### src/rtl/hpc1_and_pipe_if.sv
// Handshake and share bundle for the HPC1 AND pipeline.
// The master side supplies operand shares and randomness; the slave side returns result shares.
interface hpc1_and_pipe_if #(
  parameter int W = 4,
  parameter int K = 2
);
  logic [W-1:0]   a0;
  logic [W-1:0]   a1;
  logic [W-1:0]   b0;
  logic [W-1:0]   b1;
  logic [K*W-1:0] r0;
  logic [K*W-1:0] r1;
  logic           in_valid;
  logic           in_ready;
  logic [W-1:0]   y0;
  logic [W-1:0]   y1;
  logic           out_valid;
  logic           out_ready;

  modport master (
    output a0, a1, b0, b1, r0, r1,
    output in_valid, out_ready,
    input  in_ready, y0, y1, out_valid
  );

  modport slave (
    input  a0, a1, b0, b1, r0, r1,
    input  in_valid, out_ready,
    output in_ready, y0, y1, out_valid
  );
endinterface

### src/rtl/hpc1_and_pipe.sv
// K serially composed HPC1 masked AND gadgets with a global stall enable.
// Operand b travels down a delay line so every stage multiplies by the same b.
module hpc1_and_pipe #(
  parameter int W = 4,
  parameter int K = 2
) (
  input logic             clk,
  input logic             rst_n,
  hpc1_and_pipe_if.slave  bus
);

  logic         en;
  logic [W-1:0] sx0 [K+1];
  logic [W-1:0] sx1 [K+1];
  logic         sv  [K+1];
  logic [W-1:0] sb0 [K];
  logic [W-1:0] sb1 [K];

  logic [W-1:0] y0_d, y0_q;
  logic [W-1:0] y1_d, y1_q;
  logic         out_valid_d, out_valid_q;

  assign en           = !out_valid_q || bus.out_ready;
  assign bus.in_ready = en;
  assign sx0[0]       = bus.a0;
  assign sx1[0]       = bus.a1;
  assign sv[0]        = bus.in_valid;
  assign sb0[0]       = bus.b0;
  assign sb1[0]       = bus.b1;

  for (genvar k = 0; k < K; k++) begin : g_stage
    logic [W-1:0] r0k, r1k;
    logic [W-1:0] xa0_d, xa0_q, xa1_d, xa1_q;
    logic [W-1:0] c0_d, c0_q, c1_d, c1_q;
    logic [W-1:0] i1_d, i1_q, p1_d, p1_q;
    logic [W-1:0] i2_d, i2_q, p4_d, p4_q;
    logic         va_d, va_q, vb_d, vb_q;

    assign r0k = bus.r0[k*W +: W];
    assign r1k = bus.r1[k*W +: W];

    always_comb begin
      xa0_d = xa0_q;
      xa1_d = xa1_q;
      c0_d  = c0_q;
      c1_d  = c1_q;
      va_d  = va_q;
      i1_d  = i1_q;
      p1_d  = p1_q;
      i2_d  = i2_q;
      p4_d  = p4_q;
      vb_d  = vb_q;
      if (en) begin
        xa0_d = sx0[k];
        xa1_d = sx1[k];
        c0_d  = sb0[k] ^ r0k;
        c1_d  = sb1[k] ^ r0k;
        va_d  = sv[k];
        i1_d  = (xa0_q & c1_q) ^ r1k;
        p1_d  = xa0_q & c0_q;
        i2_d  = (xa1_q & c0_q) ^ r1k;
        p4_d  = xa1_q & c1_q;
        vb_d  = va_q;
      end
    end

    always_ff @(posedge clk or negedge rst_n) begin
      if (!rst_n) begin
        xa0_q <= '0;
        xa1_q <= '0;
        c0_q  <= '0;
        c1_q  <= '0;
        va_q  <= 1'b0;
        i1_q  <= '0;
        p1_q  <= '0;
        i2_q  <= '0;
        p4_q  <= '0;
        vb_q  <= 1'b0;
      end else begin
        xa0_q <= xa0_d;
        xa1_q <= xa1_d;
        c0_q  <= c0_d;
        c1_q  <= c1_d;
        va_q  <= va_d;
        i1_q  <= i1_d;
        p1_q  <= p1_d;
        i2_q  <= i2_d;
        p4_q  <= p4_d;
        vb_q  <= vb_d;
      end
    end

    // Share compression reads registers only; next stage re-registers it.
    assign sx0[k+1] = i1_q ^ p1_q;
    assign sx1[k+1] = i2_q ^ p4_q;
    assign sv[k+1]  = vb_q;

    if (k < K-1) begin : g_bdly
      logic [W-1:0] ba0_d, ba0_q, ba1_d, ba1_q;
      logic [W-1:0] bb0_d, bb0_q, bb1_d, bb1_q;

      always_comb begin
        ba0_d = ba0_q;
        ba1_d = ba1_q;
        bb0_d = bb0_q;
        bb1_d = bb1_q;
        if (en) begin
          ba0_d = sb0[k];
          ba1_d = sb1[k];
          bb0_d = ba0_q;
          bb1_d = ba1_q;
        end
      end

      always_ff @(posedge clk or negedge rst_n) begin
        if (!rst_n) begin
          ba0_q <= '0;
          ba1_q <= '0;
          bb0_q <= '0;
          bb1_q <= '0;
        end else begin
          ba0_q <= ba0_d;
          ba1_q <= ba1_d;
          bb0_q <= bb0_d;
          bb1_q <= bb1_d;
        end
      end

      assign sb0[k+1] = bb0_q;
      assign sb1[k+1] = bb1_q;
    end
  end

  always_comb begin
    y0_d        = y0_q;
    y1_d        = y1_q;
    out_valid_d = out_valid_q;
    if (en) begin
      y0_d        = sx0[K];
      y1_d        = sx1[K];
      out_valid_d = sv[K];
    end
  end

  always_ff @(posedge clk or negedge rst_n) begin
    if (!rst_n) begin
      y0_q        <= '0;
      y1_q        <= '0;
      out_valid_q <= 1'b0;
    end else begin
      y0_q        <= y0_d;
      y1_q        <= y1_d;
      out_valid_q <= out_valid_d;
    end
  end

  assign bus.y0        = y0_q;
  assign bus.y1        = y1_q;
  assign bus.out_valid = out_valid_q;

endmodule

### src/flat_wrapper.sv
// flat-port wrapper written by rule: the top's interface ports become plain ports
module hpc1_and_pipe_flat 
#(
  parameter int W = 4,
  parameter int K = 2
)
  (clk, rst_n, bus_a0, bus_a1, bus_b0, bus_b1, bus_r0, bus_r1, bus_in_valid, bus_out_ready, bus_in_ready, bus_y0, bus_y1, bus_out_valid);
  hpc1_and_pipe_if #(.W(W), .K(K)) bus_i ();
  input logic clk;
  input logic rst_n;
  input wire logic [$bits(bus_i.a0)-1:0] bus_a0;
  input wire logic [$bits(bus_i.a1)-1:0] bus_a1;
  input wire logic [$bits(bus_i.b0)-1:0] bus_b0;
  input wire logic [$bits(bus_i.b1)-1:0] bus_b1;
  input wire logic [$bits(bus_i.r0)-1:0] bus_r0;
  input wire logic [$bits(bus_i.r1)-1:0] bus_r1;
  input wire logic [$bits(bus_i.in_valid)-1:0] bus_in_valid;
  input wire logic [$bits(bus_i.out_ready)-1:0] bus_out_ready;
  output wire logic [$bits(bus_i.in_ready)-1:0] bus_in_ready;
  output wire logic [$bits(bus_i.y0)-1:0] bus_y0;
  output wire logic [$bits(bus_i.y1)-1:0] bus_y1;
  output wire logic [$bits(bus_i.out_valid)-1:0] bus_out_valid;
  assign bus_i.a0 = bus_a0;
  assign bus_i.a1 = bus_a1;
  assign bus_i.b0 = bus_b0;
  assign bus_i.b1 = bus_b1;
  assign bus_i.r0 = bus_r0;
  assign bus_i.r1 = bus_r1;
  assign bus_i.in_valid = bus_in_valid;
  assign bus_i.out_ready = bus_out_ready;
  assign bus_in_ready = bus_i.in_ready;
  assign bus_y0 = bus_i.y0;
  assign bus_y1 = bus_i.y1;
  assign bus_out_valid = bus_i.out_valid;
  hpc1_and_pipe #(.W(W), .K(K)) u_core (.clk(clk), .rst_n(rst_n), .bus(bus_i));
endmodule
### config.mk
export PLATFORM = sky130hd
export DESIGN_NAME = hpc1_and_pipe_flat
export DESIGN_NICKNAME = d
export VERILOG_FILES = /design/src/rtl/hpc1_and_pipe_if.sv /design/src/rtl/hpc1_and_pipe.sv /design/src/flat_wrapper.sv
export SDC_FILE = /design/constraint.sdc
export NUM_CORES = 1
export LEC_CHECK = 0
export CORE_UTILIZATION = 27
export DETAILED_ROUTE_END_ITERATION = 10
export SLEW_MARGIN = 20
export SYNTH_ARGS = -nofsm -noshare
export SYNTH_HDL_FRONTEND = slang
export SYNTH_SLANG_ARGS = --single-unit
### constraint.sdc
create_clock -name clk -period 1.7 [get_ports clk]
set_input_delay 0.255 -clock clk [delete_from_list [all_inputs] [get_ports clk]]
set_output_delay 0.255 -clock clk [all_outputs]
set_load 0.01 [all_outputs]
### Yosys cells after proc, flatten, opt, wreduce, memory -nomap -nowiden

Index checks and enable logic that the tools add are counted.

* register bits: 93
* latch bits: 0
* bits in writable memories: 0
* ROM bits: 0
* bits of input ports: 36
* output and inout bits: 10
* memories kept: 0

* add/sub/neg operators: 0
* multiply operators: 0
* div/mod/pow operators: 0
* order comparisons: 0
* equality and inequality tests: 0
* shift-type cells: 0
* muxes and demuxes: 0
* bitwise operators: 20
* reduce and logical (&&, ||, !) cells: 2

Operators with widths (number)
* $xor 4x4->4: 12
* $and 4x4->4: 8
* $logic_not 1->1: 1
* $logic_or 1x1->1: 1

### Depth between registers and ports, before layout

* depth in word-level cells: 2
* mapped depth: 6
* mapped depth without buffers: 3

### Least setup slack after synthesis

Ideal clock, no wire load.

* path type: reg-to-reg
* from: register u_core.out_valid_q (netlist: u_core.bus.out_valid)
* to: register u_core.y0_q[0] (netlist: u_core.bus.y0[0])
* library setup time: 125 ps
* arrival: 1300 ps
* required time: 1575 ps
* setup slack: 275 ps
* cell stages (with the launch flop): 6
* path buffers: 2
* path through: dfrtp_1 -> nor2b_1 -> buf_4 -> inv_4 -> buf_6 -> mux2_4

* longest elaborated chain between the ends: 2

RTL lines
* from (decl): line hpc1_and_pipe.sv:21 `logic out_valid_d, out_valid_q;`
* from (signal assigned): line hpc1_and_pipe.sv:153 `out_valid_q <= out_valid_d;`
* $logic_not 1->1: line hpc1_and_pipe.sv:23 `assign en = !out_valid_q || bus.out_ready;`
* $logic_or 1x1->1: line hpc1_and_pipe.sv:23
* to (signal assigned): line hpc1_and_pipe.sv:151 `y0_q <= y0_d;`
* to (decl): line hpc1_and_pipe.sv:19 `logic [W-1:0] y0_d, y0_q;`

No other way between the ends.
A chain may end at the register's enable or synchronous reset.

### Final worst setup path

* from: register u_core.out_valid_q (netlist: u_core.bus.out_valid)
* to: output port bus_out_valid

RTL lines
* to (decl): line flat_wrapper.sv:22 `output wire logic [$bits(bus_i.out_valid)-1:0] bus_out_valid;`

No word-level cell between the ends.

==> impl_metrics.sql <==
INSERT INTO impl_metrics (metric_group, metric, value, unit) VALUES
('layout', 'nNetsFinal', '409', ''),
('synthesis', 'synth-main-ff-cell', 'sky130_fd_sc_hd__dfrtp_1', ''),
('global_route', 'initial_antenna_violation_count', '0', ''),
('clock_network', 'cts_tree', 'done', ''),
('drt', 'route.detailed.wl_per_inst', '14.3', 'um'),
('pwr', 'ir_worst_vdd', '0.677', 'mV'),
('worst_setup_path', 'timing.reg2reg.worst_path_depth', '5', ''),
('timing', 'setup_viol', '0', ''),
('synthesis', 'synth_edf_count', '0', ''),
('timing', 'rsz0062_at_grt', 'false', ''),
('drt', 'drt_first_iter_violations', '93', ''),
('clock_network', 'clock_sink_count', '93', ''),
('die', 'die_x', '129', 'um'),
('synthesis', 'synth_largest_area_cell', 'sky130_fd_sc_hd__dfrtp_1', ''),
('worst_setup_path', 'worst-endpoint-required', '1.44', 'ns'),
('timing', 'finalHoldViolations', '0', ''),
('drt', 'drc', '0', ''),
('clock_network', 'clock_path_buffers', '2', ''),
('global_route', 'global_route.usage.total', '11.3', '%'),
('timing', 'min_period_over_period', '93.1', '%'),
('worst_setup_path', 'critPathLaunchType', 'flip-flop', ''),
('drt', 'route.detailed.vias_per_inst', '4.32', ''),
('drt', 'route.final.wire_length', '8490', 'um'),
('synthesis', 'synth_largest_type_area_fraction', '53.2', '%'),
('layout', 'layout-drive-gt1-share', '27.1', '%'),
('worst_setup_path', 'worst_r2r_endpoint', 'u_core.g_stage[1].c1_q[1]', ''),
('worst_hold_path', 'worstHoldPathType', 'input pin to async pin', ''),
('synthesis', 'synth-warning-count', '0', ''),
('clock_network', 'clk_root_buffer_cell', 'sky130_fd_sc_hd__clkbuf_16', ''),
('worst_setup_path', 'worst_reg2reg_path_startpoint', 'u_core.bus.out_valid', ''),
('global_route', 'first_pass_grt_wire_length', '14200', 'um'),
('global_route', 'grt.overflow.total', '0', ''),
('worst_setup_path', 'critPathCaptureType', 'output port', ''),
('die', 'floorplan.core_area', '15800', 'sq um'),
('die', 'row_count', '46', ''),
('synthesis', 'post_synth.cell_area_avg', '13.8', 'sq um'),
('drt', 'firstDrtPassIters', '4', ''),
('worst_setup_path', 'rrSetupSlack', '0.22', 'ns'),
('synthesis', 'cell_types_with_the_largest_area_share_after_synthesis', 'sky130_fd_sc_hd__dfrtp_1 53%, sky130_fd_sc_hd__mux2_4 18%, sky130_fd_sc_hd__xor2_1 6.4%', ''),
('worst_setup_path', 'timing.critical_path.cells', 'clkdlybuf4s50_1', ''),
('die', 'floorplan.die.height', '129', 'um'),
('clock_network', 'ctsHtreeMaxLevel', '3', ''),
('timing', 'slew_headroom', '79.7', '%'),
('timing', 'setup_tns', '0', 'ns'),
('die', 'die_area', '16700', 'sq um'),
('worst_setup_path', 'cp_max_fanout', '7', ''),
('pwr', 'power_density', '1630', 'nW/um^2'),
('synthesis', 'synth_sequential_area_ratio', '53.2', '%'),
('placed_design', 'dp_hpwl', '5610', 'um'),
('clock_network', 'worst_setup_hold_path_clk_slew', '0.06', 'ns'),
('synthesis', 'syn_inst', '316', ''),
('timing', 'clock-skew-final', '0.00757', 'ns'),
('worst_setup_path', 'critical_path.top_delay_family', 'buffers and inverters', ''),
('clock_network', 'clk_latency', '0.34', 'ns'),
('worst_setup_path', 'critical_path.startpoint', 'u_core.bus.out_valid', ''),
('synthesis', 'synthArstFlopShare', '100', '%'),
('status', 'status', 'finished, final reports clean', ''),
('synthesis', 'yosys.cell_types.count', '17', ''),
('timing', 'max_freq', '0.632', 'GHz'),
('synthesis', 'synth_area', '4370', 'sq um'),
('worst_setup_path', 'critPathSlowestCell', 'sky130_fd_sc_hd__clkdlybuf4s50_1', ''),
('synthesis', 'ys_ff_latch', '93', ''),
('layout', 'layout-area-overhead-vs-synth', '24.8', '%'),
('worst_setup_path', 'timing.setup.critical_path_class', 'flip-flop to output port', ''),
('global_route', 'vias_in_the_first_global_route', '2672', ''),
('synthesis', 'synth_common_cells', '93 x sky130_fd_sc_hd__dfrtp_1, 51 x sky130_fd_sc_hd__mux2_4, 32 x sky130_fd_sc_hd__nand3b_1, 32 x sky130_fd_sc_hd__xor2_1', ''),
('timing', 'max_slew.worst_pin.slew', '0.305', 'ns'),
('clock_network', 'cts_made_buffers', '9', ''),
('timing', 'fin_hold_ws', '0.328', 'ns'),
('timing', 'drv_slew', '0', ''),
('worst_setup_path', 'critical_path.n_buffers_inverters', '1', '');
[what timing repair did]
item                                    4_1_cts  5_1_grt
gates cloned                                  1        0
gates resized for setup                       2        1
hold buffers                                  1        0
setup buffers                                 1        0
endpoints found under the setup margin        1        1
endpoints found under the hold margin        15        0
[worst max path at each step]
stage	to	slack, ns	cells past startpoint
after global placement	u_core.g_stage[1].c1_q[1]	0.02	5
after detailed placement	u_core.g_stage[1].c1_q[1]	0.03	5
after global routing	bus_in_ready	0.05	4
after CTS	bus_in_ready	0.04	4
final	bus_out_valid	0.12	1
after floorplan	u_core.bus.y0[0]	0.28	5
[metrics by stage]
stage	area, sq um	setup WS, ns	total power [mW]	util (%)	cells
floorplan	4370	0.275	6.09	-	316
global placement	5110	0.0247	6.93	32.3	575
detailed placement	5110	0.0263	7.03	32.3	575
CTS	5450	0.0405	9.02	34.4	593
global route	5460	0.0532	9.49	34.5	593
finish	5460	0.117	8.90	34.5	593
[area by class of cell]
| type | count | area (sq um) |
|---|---|---|
| Clock buffer | 10 | 229 |
| Clock inverter | 5 | 36.3 |
| Sequential cell | 93 | 2330 |
| Inverter | 1 | 6.26 |
| Timing Repair Buffer | 62 | 658 |
| Fill cell | 1523 | 10400 |
| Multi-Input combinational cell | 206 | 1930 |
| Tap cell | 216 | 270 |
[cell usage in the layout, fill, tap and decap left out]
master	instances
sky130_fd_sc_hd__clkbuf_1	1
sky130_fd_sc_hd__nor2b_4	1
sky130_fd_sc_hd__mux2_1	9
sky130_fd_sc_hd__inv_6	1
sky130_fd_sc_hd__xor2_1	32
sky130_fd_sc_hd__nand2_1	16
sky130_fd_sc_hd__nor3b_1	16
sky130_fd_sc_hd__a21bo_2	16
sky130_fd_sc_hd__dfrtp_2	1
sky130_fd_sc_hd__o21ai_1	16
sky130_fd_sc_hd__buf_12	3
sky130_fd_sc_hd__clkdlybuf4s50_1	43
sky130_fd_sc_hd__buf_4	13
sky130_fd_sc_hd__dlygate4sd3_1	1
sky130_fd_sc_hd__nand3b_1	32
sky130_fd_sc_hd__nand2b_1	1
sky130_fd_sc_hd__inv_4	1
sky130_fd_sc_hd__bufbuf_16	1
sky130_fd_sc_hd__clkinv_2	1
sky130_fd_sc_hd__clkinvlp_4	3
sky130_fd_sc_hd__clkbuf_16	9
sky130_fd_sc_hd__mux2_4	51
sky130_fd_sc_hd__a31oi_1	16
sky130_fd_sc_hd__dfrtp_1	92
sky130_fd_sc_hd__buf_16	1
[per-layer routing]
layer | share of wire [%] | track usage (%) | vias up
met5 | 0 | 0 | -
met4 | 1.6 | 3.88 | 0
met3 | 5.3 | 4.25 | 10
met2 | 45 | 17.6 | 51
met1 | 48 | 14.5 | 1268
li1 | - | - | 1232
[report_power, final]
part	total, mW	switching, mW	internal (mW)	leakage (nW)
Combinational	3.14	1.11	2.03	1.17
Clock	1.83	0.840	0.985	0.121
Sequential	3.94	0.782	3.15	1.10
Total	8.90	2.73	6.16	2.39
[state kept, by name, summed over array words and instances, names as in the netlist, 8 cells and up]
signal	cells
u_core.g_stage.i1_q	8
u_core.g_stage.c0_q	8
u_core.g_stage.i2_q	8
u_core.g_stage.c1_q	8
u_core.g_stage.p4_q	8
u_core.g_stage.xa1_q	8
u_core.g_stage.xa0_q	8
u_core.g_stage.p1_q	8
[cells by family after synthesis]
family | count (synthesis) | share of synthesized area, %
AO/OA/AOI/OAI | 48 | 7.78
XOR/XNOR | 32 | 6.41
buffers and inverters | 17 | 2.83
flip-flops | 93 | 53.2
multiplexers | 60 | 19.8
AND/OR/NAND/NOR | 66 | 9.90
Note: power is estimated with default switching activity, not from simulation.
